===== config.mk =====
export PLATFORM = sky130hd
export DESIGN_NAME = result_accumulator
export DESIGN_NICKNAME = d
export VERILOG_FILES = /design/src/rtl/result_accumulator.sv
export SDC_FILE = /design/constraint.sdc
export NUM_CORES = 1
export LEC_CHECK = 0
export BUFFER_PORTS_ARGS = -buffer_cell sky130_fd_sc_hd__clkbuf_2
export CORE_AREA = 2 2 105 107
export DETAILED_ROUTE_END_ITERATION = 10
export DIE_AREA = 0 0 107 109
export PLACE_DENSITY = 0.78
export REMOVE_ABC_BUFFERS = 1
export SLEW_MARGIN = 40
export SYNTH_ARGS = -nofsm -noshare
export SYNTH_HDL_FRONTEND = slang
export SYNTH_SLANG_ARGS = --single-unit

===== constraint.sdc =====
create_clock -name clk -period 2.9 [get_ports clk]
set_clock_uncertainty 0.2 [all_clocks]
set_input_delay 0.145 -clock clk [delete_from_list [all_inputs] [get_ports clk]]
set_output_delay 0.145 -clock clk [all_outputs]
set_load 0.005 [all_outputs]

===== src/rtl/result_accumulator.sv =====
// Accumulates COUNT consecutive 33-bit adder results into one saturating ACC_W-bit
// frame sum and hands each completed frame off over a valid/ready handshake.
module result_accumulator #(
  parameter int COUNT = 4,
  parameter int ACC_W = 36
) (
  input  logic             clk,
  input  logic             rst,
  input  logic             clr,
  input  logic [32:0]      in_data,
  input  logic             in_valid,
  output logic             in_ready,
  output logic [ACC_W-1:0] out_data,
  output logic             out_ovf,
  output logic             out_valid,
  input  logic             out_ready,
  output logic [15:0]      frame_cnt
);

  localparam int CNT_W = (COUNT > 2) ? $clog2(COUNT) : 1;

  typedef enum logic {
    ST_ACC  = 1'b0,
    ST_HOLD = 1'b1
  } state_t;

  state_t           state_r;
  logic [ACC_W-1:0] acc_r;
  logic [CNT_W-1:0] cnt_r;
  logic             ovf_r;

  logic [ACC_W:0]   sum_s;
  logic             sat_s;
  logic [ACC_W-1:0] acc_nxt_s;
  logic             last_s;

  // Next accumulator value and saturation status for a sample accepted this cycle
  always_comb begin
    sum_s = {1'b0, acc_r} + {{(ACC_W - 32){1'b0}}, in_data};
    sat_s = sum_s[ACC_W] | ovf_r;
    if (sat_s) begin
      acc_nxt_s = {ACC_W{1'b1}};
    end else begin
      acc_nxt_s = sum_s[ACC_W-1:0];
    end
    last_s = (cnt_r == CNT_W'(COUNT - 1));
  end

  // in_ready depends only on state so the consumer's out_ready never reaches it
  assign in_ready = (state_r == ST_ACC);

  // Frame FSM, accumulator and output registers
  always_ff @(posedge clk) begin
    if (rst) begin
      state_r   <= ST_ACC;
      acc_r     <= {ACC_W{1'b0}};
      cnt_r     <= {CNT_W{1'b0}};
      ovf_r     <= 1'b0;
      out_data  <= {ACC_W{1'b0}};
      out_ovf   <= 1'b0;
      out_valid <= 1'b0;
      frame_cnt <= 16'd0;
    end else if (clr) begin
      state_r   <= ST_ACC;
      acc_r     <= {ACC_W{1'b0}};
      cnt_r     <= {CNT_W{1'b0}};
      ovf_r     <= 1'b0;
      out_valid <= 1'b0;
    end else begin
      case (state_r)
        ST_ACC: begin
          if (in_valid) begin
            acc_r <= acc_nxt_s;
            ovf_r <= sat_s;
            cnt_r <= cnt_r + CNT_W'(1);
            if (last_s) begin
              out_data  <= acc_nxt_s;
              out_ovf   <= sat_s;
              out_valid <= 1'b1;
              state_r   <= ST_HOLD;
            end
          end
        end
        ST_HOLD: begin
          // Handoff cycle: frame is released and no input is taken
          if (out_ready) begin
            out_valid <= 1'b0;
            acc_r     <= {ACC_W{1'b0}};
            cnt_r     <= {CNT_W{1'b0}};
            ovf_r     <= 1'b0;
            frame_cnt <= frame_cnt + 16'd1;
            state_r   <= ST_ACC;
          end
        end
        default: begin
          state_r   <= ST_ACC;
          out_valid <= 1'b0;
        end
      endcase
    end
  end

endmodule


==> metrics.txt <==
status complete, but fails checks; failing checks negative setup slack; Register Area 0.00188 sq mm; Synth Instances 668; gr usage total 0.256; Congestion Overflow GR 0; biggest area consumer among synthesized cells dfxtp_1; Pwr Total 2.79 mW; Final ANT Viol Nets 0; Clock Latency Late Sink 0.38 ns; CP required 2.95 ns; Synth Warn # 0; synth top area cells dfxtp_1 (36%), ha_1 (8.3%), nor2_1 (7.7%), a21oi_1 (5.5%), nand2_1 (4.5%); TritonCTS clock tree done; Power Density 390 mW/mm^2; crit path DAT 3.04 ns; initial antenna violation count 0; DR vias/cell 5.77; Final Hold Vio Count 0; register area share after synthesis 0.356; crit path max fanout 6; final setup margin -0.0890 ns; core footprint 0.0106 sq mm; Synth Flop Type dfxtp_1; FP Rows 38; Die Span Y 109 um; CTS root buf clkbuf_8; vias in the first global route 5040; H-tree depth 3; Mapped Area 0.00529 sq mm; Pre-antenna DRT Iters 5; Die Wd 107 um; Starting Density 0.499; area of the multi-input gates 0.00389 sq mm; area share of the largest cell type after synthesis 0.356; Post-synth EDFFs 0; buffers added on ports 92; relative slew slack 0.550; asr flop ratio synth 0; syn avg cell area 7.92 sq um; Pleak 2.98 nW; Netlist cell types 51; final instance count without filler cells 944; CTS clock-pin slew for the worst setup and hold paths 0.10 ns; via count 5443; final setup violation count 12; number of synthesized register bits 94; Placed Cells incl. Taps 916; fin crit period 2.99 ns; DIE AREA 0.0117 sq mm; Finished Core Util 0.674; WL per Instance 17.2 um; n_diodes 0; IO Pins 93; share of cells above drive strength 1 0.352; CTS sink cnt 94; nets 874; Fill cells 835; most frequent cells in the layout dfxtp_1 (92), clkbuf_2 (92), nor2_1 (79); Peak Freq 335 MHz; crit end category register; Detailed Route WL 16200 um; CP startpoint kind register; Placer Congestion 0.955; first-pass GRT wire length 23900 um; dpl hpwl 11100 um; cts bufs inserted 9; Max VDD drop 0.209 mV; Post-route DRC 0; max cap viols 0; drt first-iter violations 379; Setup TNS Final -0.359 ns; period utilization 1.03; Slew @ Worst Pin 0.672 ns; RSZ-0062 raised after global routing yes; Worst Hold Class in2reg; Min Hold Slack 0.0709 ns; area grow syn2layout 35.1%; Setup CP Type reg2reg; fin. max-slew vios 0; clock buffer depth 2; largest net degree at the start of global routing 31
through the flow:
| stage | area, sq um | setup WS (ns) |
|---|---|---|
| after floorplan | 5140 | -0.633 |
| after detailed placement | 6180 | -0.265 |
| after global placement | 6170 | -0.147 |
| after global routing | 7150 | -0.192 |
| after CTS | 6450 | -0.0247 |
| final | 7150 | -0.0890 |
layout make-up:
cell class,instances,area share
Clock buffer,9,0.0173
Inverter,10,0.00525
Sequential cell,94,0.264
Clock inverter,6,0.00665
Tap cell,140,0.0245
Multi-Input combinational cell,529,0.544
Timing Repair Buffer,156,0.138
synth_stat cells (2+ instances only):
library cell  number
nand2b_1           3
nor3_1            15
a211oi_1          28
a22oi_1            4
a31oi_1            5
a211o_1            2
a21o_1            16
or2_2              5
and2_1             3
buf_2             15
or3_1              7
xor2_1            25
nand2_1           64
nand4_1           12
inv_1             10
mux2i_1            2
o21bai_1           6
a211oi_2           2
ha_1              35
o2111ai_1          4
a22o_1             4
o21a_1             2
clkbuf_1          20
o211ai_1           3
o21ai_1            7
nor2b_1            3
dfxtp_1           94
o31ai_2            2
o21ai_0           46
nor2_1           108
a21oi_1           58
and3_1             8
nand3_1           13
a221oi_1           3
xnor2_1           18
report_power, final:
| group | switching (mW) | internal (mW) | total, mW |
|---|---|---|---|
| Clock | 0.493 | 0.312 | 0.805 |
| Sequential | 0.0181 | 1.31 | 1.33 |
| Combinational | 0.365 | 0.286 | 0.652 |
layer usage:
metal | wire length, um | share of wire | GRT usage
met5 | 0 | 0 | 0
met4 | 372 | 0.023 | 0.104
met3 | 768 | 0.047 | 0.0287
met2 | 8060 | 0.50 | 0.439
met1 | 6990 | 0.43 | 0.329
kinds of logic after synthesis:
| logic type | count (synthesis) | synth area share |
|---|---|---|
| buf+inv | 46 | 0.0362 |
| mux | 2 | 0.00378 |
| compound gates | 200 | 0.240 |
| fa+ha+maj | 36 | 0.0865 |
| simple gates | 247 | 0.207 |
| flops | 94 | 0.356 |
| xor+xnor | 43 | 0.0712 |
state kept, by name, summed over array words and instances (netlist names):
signal / cells
out_ovf: 1
state_r: 1
cnt_r: 2
frame_cnt: 16
out_valid: 1
acc_r: 36
out_data: 36
ovf_r: 1
worst paths after layout:
path | cells after the start | to | slack (ns) | start
worst max-delay path | 12 | acc_r[26] | -0.09 | acc_r[0]
worst min-delay path | 3 | acc_r[17] | 0.07 | rst
worst max register to register | 12 | acc_r[26] | -0.09 | acc_r[0]
worst min register to register | 2 | out_valid | 0.26 | out_valid
critical path, cell delays in order (launching register included):
cell      delay [ns]
dfxtp_2         0.35
ha_4            0.16
fa_2            0.35
a211oi_2        0.28
o21ai_2         0.10
a21oi_2         0.23
a211oi_4        0.12
o31ai_4         0.35
buf_4           0.18
o21ai_4         0.09
buf_4           0.19
nor2_4          0.14
o21ai_0         0.12
repair_timing:
item,CTS,global route
hold buffers,3,1
setup buffers,3,4
resized for setup,10,172
pin swaps,10,49
endpoints found under the hold margin,4,1
cloned,0,2
setup endpoints to repair,74,74
Power figures use the tool's default switching activity.
